===== src/rtl/mvma_par_if.sv =====
// Streaming interface for mvma_par: element input stream and result output stream.
interface mvma_par_if #(
  parameter int DW  = 8,
  parameter int ODW = 16
) ();
  logic                  s_valid;
  logic                  s_ready;
  logic signed [DW-1:0]  data_in;
  logic                  m_valid;
  logic                  m_ready;
  logic signed [ODW-1:0] data_out;
  logic                  overflow;

  // Producer/consumer side (drives inputs, observes results)
  modport master (
    output s_valid, data_in, m_ready,
    input  s_ready, m_valid, data_out, overflow
  );

  // Block side
  modport slave (
    input  s_valid, data_in, m_ready,
    output s_ready, m_valid, data_out, overflow
  );
endinterface


===== src/rtl/mvma_par.sv =====
// mvma_par: streamed matrix-vector multiply-add y = A*x + b.
// A (row-major), x and b are loaded one element per accepted beat, then rows
// are computed LANES at a time (one MAC per lane per cycle, then the bias add)
// and drained one result per output handshake in ascending row order.
module mvma_par #(
  parameter int M     = 4,
  parameter int N     = 4,
  parameter int LANES = 2,
  parameter int DW    = 8,
  parameter int ODW   = 16,
  parameter int SAT   = 0
) (
  input  logic       clk,
  input  logic       reset,
  mvma_par_if.slave  bus
);

  localparam int G   = M / LANES;
  localparam int PW  = 2 * DW;
  localparam int AW  = (M * N > 1) ? $clog2(M * N) : 1;
  localparam int XW  = (N > 1) ? $clog2(N) : 1;
  localparam int BW  = (M > 1) ? $clog2(M) : 1;
  localparam int KW  = $clog2(N + 1);
  localparam int GW  = (G > 1) ? $clog2(G) : 1;
  localparam int LW  = (LANES > 1) ? $clog2(LANES) : 1;
  localparam bit SAT_EN = (SAT != 0);
  localparam logic [ODW-1:0] SAT_MAX = {1'b0, {(ODW-1){1'b1}}};
  localparam logic [ODW-1:0] SAT_MIN = {1'b1, {(ODW-1){1'b0}}};

  if ((M % LANES) != 0) begin : g_bad_lanes
    $error("mvma_par: M must be a multiple of LANES");
  end
  if (ODW < 2 * DW) begin : g_bad_odw
    $error("mvma_par: ODW must be at least 2*DW");
  end

  typedef enum logic [2:0] {
    ST_LOAD_A  = 3'd0,
    ST_LOAD_X  = 3'd1,
    ST_LOAD_B  = 3'd2,
    ST_COMPUTE = 3'd3,
    ST_DRAIN   = 3'd4
  } state_t;

  // Adds addend to an accumulator at ODW bits. Returns {overflow, value}.
  // Overflow is sticky; in saturating mode a row that has clamped stays clamped.
  function automatic logic [ODW:0] acc_add(
    input logic signed [ODW-1:0] acc,
    input logic                  ovf_in,
    input logic signed [ODW-1:0] addend
  );
    logic [ODW:0]   sum;
    logic           step_ovf;
    logic [ODW-1:0] res;
    sum      = {acc[ODW-1], acc} + {addend[ODW-1], addend};
    step_ovf = sum[ODW] ^ sum[ODW-1];
    if (SAT_EN && ovf_in) begin
      res = acc;
    end else if (SAT_EN && step_ovf) begin
      res = sum[ODW] ? SAT_MIN : SAT_MAX;
    end else begin
      res = sum[ODW-1:0];
    end
    return {ovf_in | step_ovf, res};
  endfunction

  state_t                state_r;
  logic [AW-1:0]         cnt_r;
  logic [KW-1:0]         k_r;
  logic [GW-1:0]         grp_r;
  logic [LW-1:0]         lane_idx_r;
  logic                  s_ready_r;
  logic                  m_valid_r;
  logic signed [ODW-1:0] data_out_r;
  logic                  overflow_r;

  logic signed [DW-1:0]  a_mem_r [M*N];
  logic signed [DW-1:0]  x_mem_r [N];
  logic signed [DW-1:0]  b_mem_r [M];

  logic signed [ODW-1:0] acc_r      [LANES];
  logic                  ovf_r      [LANES];
  logic signed [ODW-1:0] obuf_r     [LANES];
  logic                  obuf_ovf_r [LANES];

  logic signed [PW-1:0]  prod_s     [LANES];
  logic signed [ODW-1:0] add_s      [LANES];
  logic [ODW:0]          res_s      [LANES];
  logic signed [ODW-1:0] step_val_s [LANES];
  logic                  step_ovf_s [LANES];
  logic                  accept_s;

  assign accept_s     = bus.s_valid & s_ready_r;
  assign bus.s_ready  = s_ready_r;
  assign bus.m_valid  = m_valid_r;
  assign bus.data_out = data_out_r;
  assign bus.overflow = overflow_r;

  // Per-lane next accumulator: MAC term for steps 0..N-1, bias on step N
  always_comb begin
    for (int l = 0; l < LANES; l++) begin
      prod_s[l] = PW'(a_mem_r[AW'((int'(grp_r) * LANES + l) * N + int'(k_r))])
                * PW'(x_mem_r[XW'(k_r)]);
      add_s[l]  = (k_r == KW'(N)) ? ODW'(b_mem_r[BW'(int'(grp_r) * LANES + l)])
                                  : ODW'(prod_s[l]);
      res_s[l]      = acc_add(acc_r[l], ovf_r[l], add_s[l]);
      step_ovf_s[l] = res_s[l][ODW];
      step_val_s[l] = res_s[l][ODW-1:0];
    end
  end

  // Operand memories: each accepted element lands at the load counter position
  always_ff @(posedge clk) begin
    if (accept_s) begin
      case (state_r)
        ST_LOAD_A: a_mem_r[cnt_r]      <= bus.data_in;
        ST_LOAD_X: x_mem_r[XW'(cnt_r)] <= bus.data_in;
        ST_LOAD_B: b_mem_r[BW'(cnt_r)] <= bus.data_in;
        default:   ;
      endcase
    end
  end

  // Control FSM with registered handshake and result outputs
  always_ff @(posedge clk) begin
    if (reset) begin
      state_r    <= ST_LOAD_A;
      cnt_r      <= '0;
      k_r        <= '0;
      grp_r      <= '0;
      lane_idx_r <= '0;
      s_ready_r  <= 1'b1;
      m_valid_r  <= 1'b0;
      data_out_r <= '0;
      overflow_r <= 1'b0;
      for (int l = 0; l < LANES; l++) begin
        acc_r[l]      <= '0;
        ovf_r[l]      <= 1'b0;
        obuf_r[l]     <= '0;
        obuf_ovf_r[l] <= 1'b0;
      end
    end else begin
      case (state_r)
        ST_LOAD_A: begin
          if (accept_s) begin
            if (cnt_r == AW'(M * N - 1)) begin
              cnt_r   <= '0;
              state_r <= ST_LOAD_X;
            end else begin
              cnt_r <= cnt_r + AW'(1);
            end
          end
        end
        ST_LOAD_X: begin
          if (accept_s) begin
            if (cnt_r == AW'(N - 1)) begin
              cnt_r   <= '0;
              state_r <= ST_LOAD_B;
            end else begin
              cnt_r <= cnt_r + AW'(1);
            end
          end
        end
        ST_LOAD_B: begin
          if (accept_s) begin
            if (cnt_r == AW'(M - 1)) begin
              cnt_r     <= '0;
              k_r       <= '0;
              grp_r     <= '0;
              s_ready_r <= 1'b0;
              state_r   <= ST_COMPUTE;
              for (int l = 0; l < LANES; l++) begin
                acc_r[l] <= '0;
                ovf_r[l] <= 1'b0;
              end
            end else begin
              cnt_r <= cnt_r + AW'(1);
            end
          end
        end
        ST_COMPUTE: begin
          for (int l = 0; l < LANES; l++) begin
            acc_r[l] <= step_val_s[l];
            ovf_r[l] <= step_ovf_s[l];
          end
          if (k_r == KW'(N)) begin
            // Bias step: latch the whole group and present its first row
            for (int l = 0; l < LANES; l++) begin
              obuf_r[l]     <= step_val_s[l];
              obuf_ovf_r[l] <= step_ovf_s[l];
            end
            data_out_r <= step_val_s[0];
            overflow_r <= step_ovf_s[0];
            m_valid_r  <= 1'b1;
            lane_idx_r <= '0;
            state_r    <= ST_DRAIN;
          end else begin
            k_r <= k_r + KW'(1);
          end
        end
        ST_DRAIN: begin
          if (bus.m_ready) begin
            if (lane_idx_r == LW'(LANES - 1)) begin
              m_valid_r <= 1'b0;
              if (grp_r == GW'(G - 1)) begin
                s_ready_r <= 1'b1;
                cnt_r     <= '0;
                state_r   <= ST_LOAD_A;
              end else begin
                grp_r   <= grp_r + GW'(1);
                k_r     <= '0;
                state_r <= ST_COMPUTE;
                for (int l = 0; l < LANES; l++) begin
                  acc_r[l] <= '0;
                  ovf_r[l] <= 1'b0;
                end
              end
            end else begin
              lane_idx_r <= lane_idx_r + LW'(1);
              data_out_r <= obuf_r[lane_idx_r + LW'(1)];
              overflow_r <= obuf_ovf_r[lane_idx_r + LW'(1)];
            end
          end
        end
        default: begin
          state_r   <= ST_LOAD_A;
          cnt_r     <= '0;
          s_ready_r <= 1'b1;
          m_valid_r <= 1'b0;
        end
      endcase
    end
  end

endmodule


===== src/flat_wrapper.sv =====
// flat-port wrapper written by rule: the top's interface ports become plain ports
module mvma_par_flat 
#(
  parameter int M     = 4,
  parameter int N     = 4,
  parameter int LANES = 2,
  parameter int DW    = 8,
  parameter int ODW   = 16,
  parameter int SAT   = 0
)
  (clk, reset, bus_s_valid, bus_data_in, bus_m_ready, bus_s_ready, bus_m_valid, bus_data_out, bus_overflow);
  mvma_par_if #(.DW(DW), .ODW(ODW)) bus_i ();
  input  logic clk;
  input  logic reset;
  input wire logic [$bits(bus_i.s_valid)-1:0] bus_s_valid;
  input wire logic [$bits(bus_i.data_in)-1:0] bus_data_in;
  input wire logic [$bits(bus_i.m_ready)-1:0] bus_m_ready;
  output wire logic [$bits(bus_i.s_ready)-1:0] bus_s_ready;
  output wire logic [$bits(bus_i.m_valid)-1:0] bus_m_valid;
  output wire logic [$bits(bus_i.data_out)-1:0] bus_data_out;
  output wire logic [$bits(bus_i.overflow)-1:0] bus_overflow;
  assign bus_i.s_valid = bus_s_valid;
  assign bus_i.data_in = bus_data_in;
  assign bus_i.m_ready = bus_m_ready;
  assign bus_s_ready = bus_i.s_ready;
  assign bus_m_valid = bus_i.m_valid;
  assign bus_data_out = bus_i.data_out;
  assign bus_overflow = bus_i.overflow;
  mvma_par #(.M(M), .N(N), .LANES(LANES), .DW(DW), .ODW(ODW), .SAT(SAT)) u_core (.clk(clk), .reset(reset), .bus(bus_i));
endmodule

===== config.mk =====
export PLATFORM = sky130hd
export DESIGN_NAME = mvma_par_flat
export DESIGN_NICKNAME = d
export VERILOG_FILES = /design/src/rtl/mvma_par_if.sv /design/src/rtl/mvma_par.sv /design/src/flat_wrapper.sv
export SDC_FILE = /design/constraint.sdc
export NUM_CORES = 1
export LEC_CHECK = 0
export BUFFER_PORTS_ARGS = -buffer_cell sky130_fd_sc_hd__buf_2
export CAP_MARGIN = 25
export CORE_ASPECT_RATIO = 1.5
export CORE_MARGIN = 4
export CORE_UTILIZATION = 41
export CTS_BUF_LIST = sky130_fd_sc_hd__clkbuf_2 sky130_fd_sc_hd__clkbuf_4 sky130_fd_sc_hd__clkbuf_8
export DETAILED_ROUTE_END_ITERATION = 16
export PLACE_DENSITY = 0.53
export RECOVER_POWER = 100
export SLEW_MARGIN = 0
export SYNTH_ARGS = -nofsm -noshare
export SYNTH_HDL_FRONTEND = slang
export SYNTH_SLANG_ARGS = --single-unit

===== constraint.sdc =====
create_clock -name clk -period 8 [get_ports clk]
set_input_delay 2.4 -clock clk [delete_from_list [all_inputs] [get_ports clk]]
set_output_delay 2.4 -clock clk [all_outputs]
set_load 0.01 [all_outputs]

# Yosys cells after proc, flatten, opt, wreduce, memory -nomap -nowiden

Memory sizes are Yosys's and may differ from the RTL's. A register that Yosys moved wholly into a read port is not among the register bits.
Cells that the tools add are included.

Bits in registers: 31
Bits in writable memories: 260
Input bits: 12
Output and inout bits: 19
Memories kept: 7

Add/subtract/negate cells: 9
Multiply operators: 2
Equal/unequal tests: 21
Multiplexer cells: 103
Bitwise logic cells: 24
Reductions and logical operators: 15

Memories:

| name              | words | bits a word | read ports | clocked after Yosys merged registers in | write ports | RTL line       | RTL |
|---|---|---|---|---|---|---|---|
| u_core.a_mem_r    | 16    | 8           | 2          | 0                                       | 1           | mvma_par.sv:77 | `logic signed [DW-1:0] a_mem_r [M*N];` |
| u_core.acc_r      | 2     | 16          | 2          | 0                                       | 2           | mvma_par.sv:81 | `logic signed [ODW-1:0] acc_r [LANES];` |
| u_core.b_mem_r    | 4     | 8           | 2          | 1                                       | 1           | mvma_par.sv:79 | `logic signed [DW-1:0] b_mem_r [M];` |
| u_core.obuf_r     | 2     | 16          | 1          | 0                                       | 2           | mvma_par.sv:83 | `logic signed [ODW-1:0] obuf_r [LANES];` |
| u_core.x_mem_r    | 4     | 8           | 1          | 1                                       | 1           | mvma_par.sv:78 | `logic signed [DW-1:0] x_mem_r [N];` |
| u_core.obuf_ovf_r | 2     | 1           | 1          | 0                                       | 2           | mvma_par.sv:84 | `logic obuf_ovf_r [LANES];` |
| +1 memories       | -     | -           | -          | -                                       | -           | -              |  |

Operator list:

| kind                 | number |
|---|---|
| $mux W16             | 13 |
| $mux W1              | 54 |
| $mux W3              | 15 |
| $add A16 B16 Y17     | 2 |
| $mul A8 B8 Y16       | 2 |
| $pmux W16 S2         | 1 |
| $mux W4              | 7 |
| $ne A2 B1 Y1 const B | 10 |
| $or A1 B1 Y1         | 18 |
| $pmux W4 S4          | 1 |
| $pmux W3 S5          | 1 |
| $reduce_and A6 Y1    | 2 |
| $mux W2              | 5 |
| $pmux W3 S3          | 1 |
| $reduce_and A9 Y1    | 1 |
| $ne A2 B2 Y1 const B | 4 |
| $reduce_and A4 Y1    | 2 |
| $reduce_and A7 Y1    | 1 |
| $eq A3 B2 Y1 const B | 2 |
| $eq A3 B3 Y1 const B | 2 |
| $pmux W1 S2          | 3 |
| $pmux W1 S3          | 2 |
| $reduce_or A3 Y1     | 2 |
| $reduce_and A5 Y1    | 1 |
| other kinds (17)     | 22 |

# Depth between registers and ports, before layout

An unclocked memory read counts as a cell.

Word-level depth: 10
Depth in mapped cells: 31

# Least setup slack after synthesis

OpenSTA, ideal clock, no wires.

Path type: reg-to-reg
From: reg u_core.k_r[0]
To: reg u_core.overflow_r (netlist: u_core.bus.overflow)
Library setup time: 0.131 ns
Data arrival time: 6.932 ns
Path slack: 0.937 ns
Stages on the path, launching flop included: 29
Buffers on the path: 2
Period minus slack after synthesis: 7.063 ns
Cells stage by stage: dfxtp_1 > buf_6 > buf_4 > mux4_2 > mux4_2 > and2_1 > fa_1 > inv_1 > fa_1 > inv_1 > fa_1 > inv_1 > fa_1 > inv_1 > ha_1 > a21oi_1 > o21ai_0 > a21o_1 > a21oi_1 > xor2_1 > a21oi_1 > ha_1 > a211o_1 > o211ai_1 > nor4b_1 > a21oi_1 > or3_1 > mux2i_1 > o41ai_1

Cells in the longest elaborated chain, start to end: 9

Ends and longest elaborated chain:

| item                   | RTL line        | RTL |
|---|---|---|
| from (decl)            | mvma_par.sv:69  | `logic [KW-1:0] k_r;` |
| from (signal assigned) | mvma_par.sv:198 | `k_r <= k_r + KW'(1);` |
| $add A4 B3 Y4          | mvma_par.sv:102 | `prod_s[l] = PW'(a_mem_r[AW'((int'(grp_r) * LANES + l) * N + int'(k_r))])` |
| $mem_v2 Z16 W8         | -               |  |
| $mul A8 B8 Y16         | mvma_par.sv:103 | `* PW'(x_mem_r[XW'(k_r)]);` |
| $mux W16               | mvma_par.sv:104 | `add_s[l] = (k_r == KW'(N)) ? ODW'(b_mem_r[BW'(int'(grp_r) * LANES + l)])` |
| $add A16 B16 Y17       | mvma_par.sv:55  | `sum = {acc[ODW-1], acc} + {addend[ODW-1], addend};` |
| $xor A1 B1 Y1          | mvma_par.sv:56  | `step_ovf = sum[ODW] ^ sum[ODW-1];` |
| $or A1 B1 Y1           | mvma_par.sv:64  | `return {ovf_in \| step_ovf, res};` |
| $mux W1                | mvma_par.sv:186 | `if (k_r == KW'(N)) begin` |
| $pmux W1 S2            | mvma_par.sv:143 | `case (state_r)` |
| to (signal assigned)   | mvma_par.sv:193 | `overflow_r <= step_ovf_s[0];` |
| to (signal assigned)   | mvma_par.sv:221 | `overflow_r <= obuf_ovf_r[lane_idx_r + LW'(1)];` |
| to (decl)              | mvma_par.sv:75  | `logic overflow_r;` |

Parallel ways exist; a longest one is shown, timed or not. The select of a mux whose other input is x is not followed.
A chain may end at the register's enable or synchronous reset.

# Worst setup path in the final report

Ends and elaborated chain as after synthesis.

==> summary.txt <==
Status
  • Status: complete, but fails checks
  • Failing checks: capacitance limit, slew limit

Routing
  • Via count: 11680
  • Number of DRC markers in iteration 0: 601
  • Via density: 5.332
  • Routed wire length: 44890 um
  • WL per Instance: 20.50 um
  • DRT Pass-1 Iters: 5
  • Post-route ant nets: 0
  • DR DRC count: 0

GRT
  • All-Layer GR Usage: 0.1847
  • Global-route wire length before repair: 70060 um
  • Antenna violations before repair: 1
  • Largest net degree at the start of global routing: 35
  • Number of global-route vias before repair: 12420
  • GRT overflow: 0

CTS
  • Number of H-tree levels: 2
  • Clock-pin slew on the worst setup and hold paths: 0.06 ns
  • Post-cts resize count: 0
  • CTS Buffer Depth: 3
  • Hold-fix buffers, CTS: 0
  • CTS tree: done
  • TritonCTS buffer count: 46
  • Setup bufs post-CTS: 0
  • Clock Latency Late Sink: 0.59 ns
  • CTS Sinks: 294
  • CTS root buffer: clkbuf_8

Setup path
  • Crit path kind: register to register
  • CP max stage delay: 0.62 ns
  • CP delay by family, top: adder cells
  • CP required: 8.42 ns
  • CP Launch Type: register
  • Crit path max fanout: 34
  • Crit path DAT: 7.97 ns
  • CP endpoint kind: register
  • Bufs and invs on worst path: 5
  • R2r setup slk: 0.45 ns
  • CP max stage cell: mux4_1

Power and ir drop
  • Pwr dens: 234.9 nW/um2
  • Worst vdd ir: 0.0001602 V
  • Leakage power: 7.790 nW

Die
  • Die Span Y: 268.0 um
  • Core area: 44690 um2
  • Die width: 181.3 um
  • Top Ports: 31
  • Core Rows: 95
  • Die area: 48600 um2
  • Initial Utilization: 0.4134

Timing
  • Worst slew pin tran: 2.217 ns
  • Slew Viols, Final: 66
  • Final Critical Period: 7.554 ns
  • RSZ-0062 raised after global routing: false
  • Fin crit share: 0.9443
  • Worst Skew: 0.04524 ns
  • Post-route setup TNS: 0 ns
  • Max frequency: 132.4 MHz
  • Setup Viol. Count Final: 0
  • Hold Vio Cnt, Final: 0
  • Relative slew slack: -0.4778

Placement
  • Placer Congestion: 0.8055
  • Placed cell areas: 19310 um2
  • DP HPWL: 33730 um
  • Number of I/O port buffers: 30

Yosys
  • Count of warnings emitted by yosys: 0
  • Syn avg cell area: 12.13 um2
  • Mapped cell area: 18480 um2
  • Post-synth ARST share: 0
  • Seq/Total Area, Yosys: 0.4594
  • Post-synth cell types: 64
  • Number of synthesized flops with an enable pin: 260
  • Post-Syn Instances: 1523
  • Synth Register Bits: 294
  • Synthesized net count: 1743
  • Synth Flop Type: edfxtp_1

Cells and area
  • Post-layout nets: 1788
  • Final instance area: 20280 um2
  • Storage element area: 8491 um2
  • Fillers: 4254
  • Area growth syn-to-layout: 9.765%
  • Share of cells above drive strength 1: 0.1002
  • Multi-input gate area: 9031 um2

Worst hold path
  • Worst Hold Class: register to register

Run
  • Max_cap viols: 2
-- synthesized netlist by cell type, types with 3 or more instances --
| master | count | share of area |
|---|---|---|
| inv_1 | 176 | 0.036 |
| nand2b_1 | 7 | 0.0024 |
| nand4_1 | 6 | 0.0020 |
| nor3_1 | 18 | 0.0049 |
| nor2_1 | 132 | 0.027 |
| nor4_1 | 7 | 0.0024 |
| and2_1 | 86 | 0.029 |
| a31oi_1 | 12 | 0.0041 |
| nor2b_1 | 17 | 0.0058 |
| o21a_1 | 11 | 0.0045 |
| or3_1 | 4 | 0.0014 |
| o21ai_0 | 40 | 0.011 |
| or2_1 | 4 | 0.0014 |
| o31ai_1 | 3 | 0.0012 |
| o21bai_1 | 8 | 0.0033 |
| ha_1 | 96 | 0.065 |
| nand3_1 | 13 | 0.0035 |
| a311o_1 | 4 | 0.0022 |
| edfxtp_1 | 260 | 0.42 |
| or2_2 | 3 | 0.0010 |
| a31o_2 | 3 | 0.0014 |
| buf_2 | 4 | 0.0011 |
| dfxtp_1 | 34 | 0.037 |
| a21o_1 | 23 | 0.0093 |
| o22ai_1 | 3 | 0.0010 |
| and3_1 | 17 | 0.0058 |
| clkbuf_1 | 43 | 0.0087 |
| a211oi_2 | 3 | 0.0020 |
| a41o_1 | 3 | 0.0016 |
| nand2_1 | 81 | 0.016 |
| o211ai_1 | 4 | 0.0016 |
| mux4_1 | 11 | 0.016 |
| a211o_1 | 3 | 0.0014 |
| a211oi_1 | 35 | 0.014 |
| mux2i_1 | 20 | 0.011 |
| a21oi_1 | 81 | 0.022 |
| xnor2_1 | 32 | 0.015 |
| buf_6 | 5 | 0.0030 |
| xor2_1 | 26 | 0.012 |
| mux4_2 | 44 | 0.054 |
| fa_1 | 112 | 0.12 |
| buf_4 | 3 | 0.0012 |
-- worst paths after layout --
| kind | from | end | depth (start not counted) |
|---|---|---|---|
| worst min register to register | u_core.bus.data_out[14] | u_core.bus.data_out[14] | 2 |
| worst max register to register | u_core.k_r[0] | u_core.bus.overflow | 27 |
| worst max-delay path | u_core.k_r[0] | u_core.bus.overflow | 27 |
| worst min-delay path | u_core.bus.data_out[14] | u_core.bus.data_out[14] | 2 |
-- per-stage QoR --
step | setup WS [ns] | cells | total power [mW] | hold slack [ns] | util
6_report | 0.4459 | 2190 | 4.764 | 0.4572 | 0.4538
5_1_grt | 0.03406 | 2189 | 5.042 | 0.5009 | 0.4537
4_1_cts | 0.3728 | 2186 | 4.823 | 0.4601 | 0.4554
3_5_place_dp | 0.3735 | 2100 | 3.377 | 0.4513 | 0.4320
3_3_place_gp | 0.4921 | 2095 | 3.364 | 0.4454 | 0.4303
2_1_floorplan | 0.9366 | 1523 | 2.901 | 0.4770 | -
-- cell families (layout without fill, tap and decap cells) --
family          after synthesis  count (layout)  share of synthesized area
fa+ha+maj                   208             208                     0.1864
flops                       294             294                     0.4594
compound gates              251             251                    0.08777
other cells                   0               2                          0
xor+xnor                     58              58                    0.02749
simple gates                402             402                     0.1060
buf+inv                     234             317                    0.05221
mux                          76              76                    0.08072
-- area by class of cell --
class                   instances  share of cell area
well taps                     582             0.03591
clock buffers                  72             0.04300
clock inverters                14            0.008699
multi-input cells             995              0.4453
repair buffers                 55             0.01561
flip-flops and latches        294              0.4187
inverters                     176             0.03257
diodes                          2           0.0002468
-- report_power, final --
group / internal (mW) / leakage [nW] / switching (mW) / total (mW)
logic: 0.614 / 4.58 / 1.03 / 1.64
registers: 1.69 / 2.65 / 0.00930 / 1.70
clock network: 0.827 / 0.558 / 0.593 / 1.42
-- per-layer routing --
layer	wire, um	up-vias	track usage	part of all wire
met1	17180	5963	0.2031	0.38
met3	860	73	0.01842	0.019
met2	25550	149	0.3694	0.57
li1	-	5491	-	-
met4	1302	0	0.05906	0.029
met5	0	-	0	0
-- tightest hold or removal path, stage by stage, from the launching register on --
cell	delay, ns
dfxtp_1	0.31
nand2_1	0.05
a21oi_1	0.05
-- registers in the layout, summed over array words and instances (netlist names), named ones only --
| name | count |
|---|---|
| u_core.k_r | 3 |
| u_core.bus.overflow | 1 |
| u_core.grp_r | 1 |
| u_core.bus.data_out | 16 |
| u_core.acc_r | 32 |
| u_core.b_mem_r | 32 |
| u_core.lane_idx_r | 1 |
| u_core.x_mem_r | 32 |
| u_core.a_mem_r | 128 |
| u_core.bus.m_valid | 1 |
| u_core.obuf_ovf_r | 2 |
| u_core.obuf_r | 32 |
| u_core.ovf_r | 2 |
| u_core.cnt_r | 4 |
| u_core.state_r | 3 |
| u_core.bus.s_ready | 1 |
-- cell usage in the layout (no fill, tap or decap), types with 7 or more instances in the layout --
cell type / synthesis / final
buf_4: 3 / 14
and2_0: 0 / 8
xnor2_1: 32 / 32
clkbuf_4: 0 / 19
nand2_1: 81 / 80
a21oi_1: 81 / 80
and2_1: 86 / 78
nand2b_1: 7 / 7
o21bai_1: 8 / 8
nor4_1: 7 / 7
a21o_1: 23 / 23
clkbuf_1: 43 / 37
clkbuf_8: 0 / 53
nor3_1: 18 / 18
fa_1: 112 / 112
ha_1: 96 / 96
nor2_1: 132 / 132
o21a_1: 11 / 11
mux2i_1: 20 / 20
dfxtp_1: 34 / 32
edfxtp_1: 260 / 260
mux4_1: 11 / 11
inv_1: 176 / 176
o21ai_0: 40 / 40
a31oi_1: 12 / 12
nor2b_1: 17 / 17
a211oi_1: 35 / 36
xor2_1: 26 / 26
mux4_2: 44 / 44
and3_1: 17 / 17
nand3_1: 13 / 13
(Power assumes the default switching activity.)
